==> src/rtl/param.vh <==
// Shared build-time constants for the wormhole arbiter.
`ifndef DATA_WIDTH
`define DATA_WIDTH 16
`endif

==> src/rtl/wormhole_arb3.sv <==
// Three-input wormhole arbiter: round-robin between packets, locks to one
// requester from head to tail, one-flit-per-cycle registered output.
//
// state | meaning
// IDLE  | no packet open; pick first valid requester from ptr
// LOCK  | packet open; only owner may send until its tail
`include "param.vh"

module wormhole_arb3 (
  input  logic                   clk,
  input  logic                   rstn,
  input  logic [`DATA_WIDTH-1:0] A_data_i,
  input  logic [`DATA_WIDTH-1:0] B_data_i,
  input  logic [`DATA_WIDTH-1:0] C_data_i,
  input  logic                   A_valid_i,
  input  logic                   B_valid_i,
  input  logic                   C_valid_i,
  output logic                   A_ready_o,
  output logic                   B_ready_o,
  output logic                   C_ready_o,
  output logic [`DATA_WIDTH-1:0] data_o,
  output logic                   valid_o,
  input  logic                   ready_i,
  output logic [2:0]             grant_o,
  output logic [15:0]            pkt_cnt_o,
  output logic                   err_o
);

  localparam int W = `DATA_WIDTH;
  localparam logic [1:0] T_HEAD   = 2'b10;
  localparam logic [1:0] T_BODY   = 2'b00;
  localparam logic [1:0] T_TAIL   = 2'b01;
  localparam logic [1:0] T_SINGLE = 2'b11;

  typedef enum logic {IDLE, LOCK} state_t;

  state_t         state_q, state_d;
  logic [1:0]     owner_q, owner_d;
  logic [1:0]     ptr_q, ptr_d;
  logic [W-1:0]   data_q, data_d;
  logic           valid_q, valid_d;
  logic [15:0]    cnt_q, cnt_d;
  logic           err_q, err_d;

  logic [2:0]     vld;
  logic           slot_free;
  logic [1:0]     sel;
  logic           sel_found;
  logic           accept;
  logic [W-1:0]   sel_data;
  logic [1:0]     sel_type;

  function automatic logic [1:0] wrap3(input logic [2:0] s);
    return (s >= 3'd3) ? 2'(s - 3'd3) : s[1:0];
  endfunction

  always_comb begin
    vld       = {C_valid_i, B_valid_i, A_valid_i};
    slot_free = !valid_q || ready_i;
    sel       = ptr_q;
    sel_found = 1'b0;
    if (state_q == LOCK) begin
      sel       = owner_q;
      sel_found = vld[owner_q];
    end else begin
      // Walk backwards so the candidate closest to ptr is the last to be written.
      for (int k = 2; k >= 0; k--) begin
        if (vld[wrap3(3'(ptr_q) + 3'(k))]) begin
          sel       = wrap3(3'(ptr_q) + 3'(k));
          sel_found = 1'b1;
        end
      end
    end
    accept = sel_found && slot_free && rstn;
    case (sel)
      2'd1:    sel_data = B_data_i;
      2'd2:    sel_data = C_data_i;
      default: sel_data = A_data_i;
    endcase
    sel_type = sel_data[W-1:W-2];
  end

  assign A_ready_o = accept && (sel == 2'd0);
  assign B_ready_o = accept && (sel == 2'd1);
  assign C_ready_o = accept && (sel == 2'd2);

  always_comb begin
    state_d = state_q;
    owner_d = owner_q;
    ptr_d   = ptr_q;
    data_d  = data_q;
    valid_d = valid_q;
    cnt_d   = cnt_q;
    err_d   = err_q;
    if (accept) begin
      data_d  = sel_data;
      valid_d = 1'b1;
      if (state_q == IDLE) begin
        case (sel_type)
          T_HEAD: begin
            state_d = LOCK;
            owner_d = sel;
          end
          T_SINGLE: begin
            ptr_d = wrap3(3'(sel) + 3'd1);
            cnt_d = cnt_q + 16'd1;
          end
          default: begin
            // Orphan body/tail: pass it on but close it as its own packet.
            ptr_d = wrap3(3'(sel) + 3'd1);
            cnt_d = cnt_q + 16'd1;
            err_d = 1'b1;
          end
        endcase
      end else begin
        case (sel_type)
          T_TAIL: begin
            state_d = IDLE;
            ptr_d   = wrap3(3'(owner_q) + 3'd1);
            cnt_d   = cnt_q + 16'd1;
          end
          T_BODY:  ;
          default: err_d = 1'b1;
        endcase
      end
    end else if (slot_free) begin
      valid_d = 1'b0;
    end
  end

  always_ff @(posedge clk or negedge rstn) begin
    if (!rstn) begin
      state_q <= IDLE;
      owner_q <= 2'd0;
      ptr_q   <= 2'd0;
      data_q  <= '0;
      valid_q <= 1'b0;
      cnt_q   <= 16'd0;
      err_q   <= 1'b0;
    end else begin
      state_q <= state_d;
      owner_q <= owner_d;
      ptr_q   <= ptr_d;
      data_q  <= data_d;
      valid_q <= valid_d;
      cnt_q   <= cnt_d;
      err_q   <= err_d;
    end
  end

  assign data_o    = data_q;
  assign valid_o   = valid_q;
  assign grant_o   = (state_q == LOCK) ? (3'b001 << owner_q) : 3'b000;
  assign pkt_cnt_o = cnt_q;
  assign err_o     = err_q;

endmodule

==> config.mk <==
export PLATFORM = sky130hd
export DESIGN_NAME = wormhole_arb3
export DESIGN_NICKNAME = d
export VERILOG_FILES = /design/src/rtl/wormhole_arb3.sv
export VERILOG_INCLUDE_DIRS = /design/src /design/src/rtl
export SDC_FILE = /design/constraint.sdc
export NUM_CORES = 1
export LEC_CHECK = 0
export ABC_AREA = 0
export ABC_CLOCK_PERIOD_IN_PS = 3800
export BUFFER_PORTS_ARGS = -buffer_cell sky130_fd_sc_hd__clkbuf_2
export CAP_MARGIN = 20
export CORE_MARGIN = 10
export CORE_UTILIZATION = 50
export CTS_CLUSTER_SIZE = 30
export DETAILED_ROUTE_END_ITERATION = 12
export PLACE_DENSITY = 0.78
export SLEW_MARGIN = 40
export SYNTH_ARGS = -nofsm -noshare
export SYNTH_HDL_FRONTEND = slang
export SYNTH_SLANG_ARGS = --single-unit
==> constraint.sdc <==
create_clock -name clk -period 3.8 [get_ports clk]
set_clock_uncertainty 0.1 [all_clocks]
set_input_delay 0.76 -clock clk [delete_from_list [all_inputs] [get_ports clk]]
set_output_delay 0.76 -clock clk [all_outputs]
set_load 0.005 [all_outputs]
# ---- After elaboration in Yosys (flattened, before gate mapping)
# Cells that the tools add are included.
dict set report totals {
  ff_bits 39
  inputBits 54
  out_inout_bits 40
  wordCells 89
}
dict set report op_classes {
  add_sub_neg 10
  order_cmp 9
  eq_ne 9
  shifts 1
  n_mux 37
  bitwise_logic 1
  reduce_logical 15
}
# cell n
set ops {}
lappend ops {{$mux W16} 3}
lappend ops {{$pmux W16 S2} 1}
lappend ops {{$mux W2} 12}
lappend ops {{$add A16 B1 Y16 const B} 1}
lappend ops {{$mux W1} 16}
lappend ops {{$ge A3 B2 Y1 const B} 4}
lappend ops {{$lt A2 B3 Y1 const B} 4}
lappend ops {{$sub A2 B2 Y2 const B} 5}
lappend ops {{$add A2 B1 Y3 const B} 3}
lappend ops {{$reduce_and A3 Y1} 3}
lappend ops {{$bmux W1 S2} 4}
lappend ops {{$eq A2 B2 Y1 const B} 3}
lappend ops {{$logic_and A1 B1 Y1} 5}
lappend ops {{$eq A2 B1 Y1 const B} 2}
lappend ops {{$logic_not A2 Y1} 2}
lappend ops {{$ne A2 B1 Y1 const B} 2}
lappend ops {{$ne A2 B2 Y1 const B} 2}
lappend ops {{$reduce_or A2 Y1} 2}
lappend ops {{$add A2 B2 Y3 const B} 1}
lappend ops {{$mux W3} 1}
lappend ops {{$shl A1 B2 Y3 const A} 1}
lappend ops {{$ge A2 B2 Y1 const B} 1}
lappend ops {{$reduce_bool A2 Y1} 1}
lappend ops {{$logic_not A1 Y1} 1}
lappend ops {{2 further kinds} 2}

# ---- Logic depth before layout (Yosys ltp)
dict set report logic_depth {
  depth_word 15
  ltp_mapped 16
}

# ---- Worst setup path after synthesis
# No wires, ideal clock.
dict set report synth_path {
  path_kind {input -> output}
  start {in B_valid_i}
  end {out C_ready_o}
  arrival_time_ps 2720
  required_time_ps 2940
  setup_slack_ps 220
  path_stages 10
  n_path_buf 3
  cell_sequence {clkbuf_2 -> nor2b_1 -> o21ai_0 -> a21oi_1 -> o31a_1 -> o31ai_1 -> ha_1 -> clkbuf_1 -> clkbuf_1 -> and2_1}
}
dict set report synth_between {
  elab_chain_cells 9
  elab_cells_between_ends 20
  classes_between {eq/ne: 1; mux: 16; reduce/logical: 3}
}
# item line_no
set synth_lines {}
lappend synth_lines {{start, declared} wormhole_arb3.sv:16} ;# input logic B_valid_i,
lappend synth_lines {{$bmux W1 S2} wormhole_arb3.sv:68} ;# if (vld[wrap3(3'(ptr_q) + 3'(k))]) begin
lappend synth_lines {{$mux W1 (implied by the code)} wormhole_arb3.sv:68}
lappend synth_lines {{$mux W1 (3 in a row)} wormhole_arb3.sv:68}
lappend synth_lines {{$mux W1} wormhole_arb3.sv:62} ;# if (state_q == LOCK) begin
lappend synth_lines {{$logic_and A1 B1 Y1 (2 in a row)} wormhole_arb3.sv:74} ;# accept = sel_found && slot_free && rstn;
lappend synth_lines {{$logic_and A1 B1 Y1 *} wormhole_arb3.sv:85} ;# assign C_ready_o = accept && (sel == 2'd2);
lappend synth_lines {{end, declared} wormhole_arb3.sv:20} ;# output logic C_ready_o,
# Every way passes the cells marked *; elsewhere a longest branch is shown, timed or not. The select of a mux whose other input is x is not followed.

# ---- Final worst setup path
dict set report layout_path {
  start {reg ptr_q[0]}
  end {out B_ready_o}
}
dict set report layout_between {
  elab_cells_between_ends 29
  classes_between {add/sub: 5; order compare: 3; eq/ne: 1; mux: 17; reduce/logical: 3}
}
# item line_no
set layout_lines {}
lappend layout_lines {{start, declared} wormhole_arb3.sv:39} ;# logic [1:0] ptr_q, ptr_d;
lappend layout_lines {{start signal, assigned} wormhole_arb3.sv:143} ;# ptr_q <= ptr_d;
lappend layout_lines {{$add A2 B2 Y3} {wormhole_arb3.sv:68, wormhole_arb3.sv:69}}
lappend layout_lines {{$ge A3 B2 Y1 / $sub A2 B2 Y2 (equally long branches)} wormhole_arb3.sv:54} ;# return (s >= 3'd3) ? 2'(s - 3'd3) : s[1:0];
lappend layout_lines {{$mux W2} wormhole_arb3.sv:54}
lappend layout_lines {{$bmux W1 S2} wormhole_arb3.sv:68}
lappend layout_lines {{$mux W1 (implied by the code)} wormhole_arb3.sv:68}
lappend layout_lines {{$mux W2 (2 in a row)} wormhole_arb3.sv:68}
lappend layout_lines {{$mux W2 *} wormhole_arb3.sv:68}
lappend layout_lines {{$mux W2 *} wormhole_arb3.sv:62}
lappend layout_lines {{named net sel[0]} wormhole_arb3.sv:47} ;# logic [1:0] sel;
lappend layout_lines {{$eq A2 B1 Y1 *} wormhole_arb3.sv:84} ;# assign B_ready_o = accept && (sel == 2'd1);
lappend layout_lines {{$logic_and A1 B1 Y1 *} wormhole_arb3.sv:84}
lappend layout_lines {{end, declared} wormhole_arb3.sv:19} ;# output logic B_ready_o,
# Mark *: on every way through the listed nets, which the timed path passes. The rest lies on a longest branch. The select of a mux whose other input is x is not followed.

==> summary.txt <==
Critical path peak fanout - 15
Async set-or-reset flop fraction in the synthesized netlist - 100%
Num CTS Buffers - 5
# rows - 25
Worst min path class - flip-flop to flip-flop
Worst vdd ir - 0.000599 V
Post-Synthesis Cells - 275
Syn Nets - 341
Clk_lat worst skew - 0.28 ns
# nets final - 430
Final hold violation count - 0
Post-synth EDFFs - 0
DR pass1 iterations - 4
CP Cell Sequence - inv_2 -> ha_2 -> and2b_2 -> a2bb2oi_2 -> nor2_1 -> o31a_1 -> o31a_1 -> ha_1 -> buf_6 -> and2_1 -> clkbuf_2
Routed WL per cell - 15.3 um
Fin util - 65.7%
Gr ovfl total - 0
Sequential area share after synthesis - 38.5%
Final worst slack - 0.154 ns
Die H - 91.2 um
CP endpoint kind - primary output
Crit-path slowest cell - dfrtp_1
Antenna violations before repair - 0
Max Cap Viol - 0
Final antenna-violating net count - 0
Sum of routed wire segments on met1 - 2830 um
I/O pins - 94
Die Area - 8310 um2
First-pass GRT wire length - 10600 um
Most used cell, CP - o31a_1
Post-DP HPWL - 5240 um
Setup tns final - 0 ns
Area occupied by multi-input gates - 1460 um2
Power Density - 828 nW/um2
WP data arrival - 2.79 ns
Cell area after synthesis - 2530 um2
Via density - 5.32
Worst Setup SP - ptr_q[0]
DRT Wirelength - 6590 um
H-Tree Depth - 2
Final setup viols - 0
Worst Setup EP - B_ready_o
Leak Pwr - 1.58 nW
# fillers - 445
FF+latch area - 976 um2
# diodes - 0
Share of layout cells above drive strength 1 - 36.3%
Pin count of the biggest net entering global routing - 40
Vias in the first global route - 2245
Core ar. - 4820 um2
Worst Path Buf+Inv - 3
Most used DFF post-synth - dfrtp_1
Unique masters post-synth - 47
CTS Sinks - 39
Initial DRC count - 82
Flop-to-flop setup slack - 0.37 ns
Final Total Pwr - 2.62 mW
Die X - 91.2 um
# DRC - 0
Postcts setup bufs - 0
Status - finished clean
Area growth syn-to-layout - 24.9%
Slowest stage delay, CP - 0.45 ns
Worst Path Required - 2.94 ns
Worst path depth - 11
Top Layer Used - met4
Final period utilization - 95.9%
Ys Warns - 0
Worst path top cell family by delay - compound AO/OA/AOI/OAI gates
CTS root buf - clkbuf_8
Highest-count cells in the layout ignoring fill and taps - 93 x clkbuf_2, 41 x nand2_1, 39 x dfrtp_1, 34 x o21ai_0, 16 x xnor2_1
Slew Viols, Final - 0
Place WS - 0.185 ns
RR Startpoint - ptr_q[0]
Critical path type - flip-flop to primary output
Mean post-synth cell area - 9.21 um2
Critical R2R Capture - owner_q[1]
Initial cell density of the core - 52.6%
Met3 WL post-DR - 395 um
Reg2reg path depth - 13
Met2 Routed Length - 3320 um
Total track usage - 15.1%
Commonest non-fill, non-tap cell in the layout - clkbuf_2
Worst-path clk slew - 0.07 ns
Routability congestion estimate - 0.859
Yosys reg bits - 39
Min Tclk post-route - 3.65 ns
Maximum clock frequency - 274 MHz
Routed via count - 2291
Port buffer count - 93
CTS tree - yes
Slew headroom - 63.9%
Worst setup SP type - flip-flop
Slew at the pin closest to its max-slew limit - 0.542 ns
CTS Buffer Depth - 2
[metrics by stage]
stage                     cells  cell area [um2]  hold WS (ns)
after floorplan             275             2530         0.351
after global placement      424             3030         0.361
after detailed placement    424             3030         0.371
after CTS                   431             3120         0.386
after global routing        431             3170         0.401
final                       431             3170         0.380
[worst reg2reg max path, stage by stage (launching register included)]
cell	delay, ns
dfrtp_1	0.45
inv_2	0.11
ha_2	0.23
and2b_2	0.23
a2bb2oi_2	0.18
nor2_1	0.08
o31a_1	0.31
o31ai_1	0.30
ha_1	0.28
a22o_1	0.21
mux2i_1	0.10
nor3_1	0.23
and2_2	0.21
mux2_4	0.30
[registers in the layout (all words and copies together) (netlist names)]
signal and cells:
err_o 1, valid_o 1, ptr_q 2, pkt_cnt_o 16, state_q 1, owner_q 2
data_o 16
[how the worst min path moves through the flow]
| stage | start | end | slack [ns] | cells past startpoint |
|---|---|---|---|---|
| floorplan | err_o | err_o | 0.35 | 1 |
| global placement | pkt_cnt_o[15] | pkt_cnt_o[15] | 0.36 | 1 |
| detailed placement | data_o[1] | data_o[1] | 0.37 | 2 |
| CTS | data_o[15] | data_o[15] | 0.39 | 2 |
| global route | pkt_cnt_o[15] | pkt_cnt_o[15] | 0.40 | 1 |
| finish | err_o | err_o | 0.38 | 1 |
[power breakdown]
group          switching (mW)  total, mW  internal (mW)  leakage, nW
logic                   0.933       1.65          0.720         1.04
clock network           0.136      0.279          0.142       0.0470
registers               0.132      0.689          0.557        0.497
total                    1.20       2.62           1.42         1.58
[cell usage after synthesis (2+ instances only)]
cell type	number	area share (%)
and2_1	7	1.7
mux2_2	3	1.3
mux2i_1	7	2.8
nand2_1	41	6.1
clkbuf_1	8	1.2
mux2_4	2	1.2
nor2b_1	2	0.49
xnor2_1	16	5.5
nand4_1	9	2.2
a21oi_1	5	0.99
ha_1	12	5.9
nand3_1	8	1.6
buf_2	4	0.79
buf_6	4	1.8
o31ai_1	2	0.59
o21ai_0	36	7.1
and2_2	2	0.59
nor2_1	5	0.74
and2b_2	2	0.69
inv_1	9	1.3
and3_1	7	1.7
a2bb2oi_1	2	0.69
nor3_1	2	0.40
dfrtp_1	39	39
and4_1	2	0.69
a22o_1	2	0.69
a22oi_1	15	4.4
o31a_1	2	0.69
a21boi_0	2	0.59
[cell type report]
class	instances	share of cell area [%]
tap	67	2.65
multi-input combinational	209	46.2
clock inverter	1	0.158
clock buffer	6	2.61
sequential	39	30.8
timing repair buffer	100	16.5
inverter	9	1.07
[logic make-up (layout without fill, tap and decap cells)]
group	after synthesis	count (layout)	share of synthesized area, %
multiplexers	12	12	5.28
buffers and inverters	27	116	5.43
flip-flops	39	39	38.5
adder cells (fa/ha/maj)	13	13	6.32
AO/OA/AOI/OAI	76	76	20.2
AND/OR/NAND/NOR	92	92	18.7
XOR/XNOR	16	16	5.53
[per-layer routing]
layer  vias to the layer above  GRT usage [%]
li1                       1151              -
met1                      1073           17.3
met2                        60           26.4
met3                         7           4.86
met4                         0           3.52
met5                         -              0
[timing repair]
action,CTS,global route
setup endpoints to repair,1,3
hold buffers,0,0
gates resized for setup,1,10
Power figures use the tool's default switching activity.
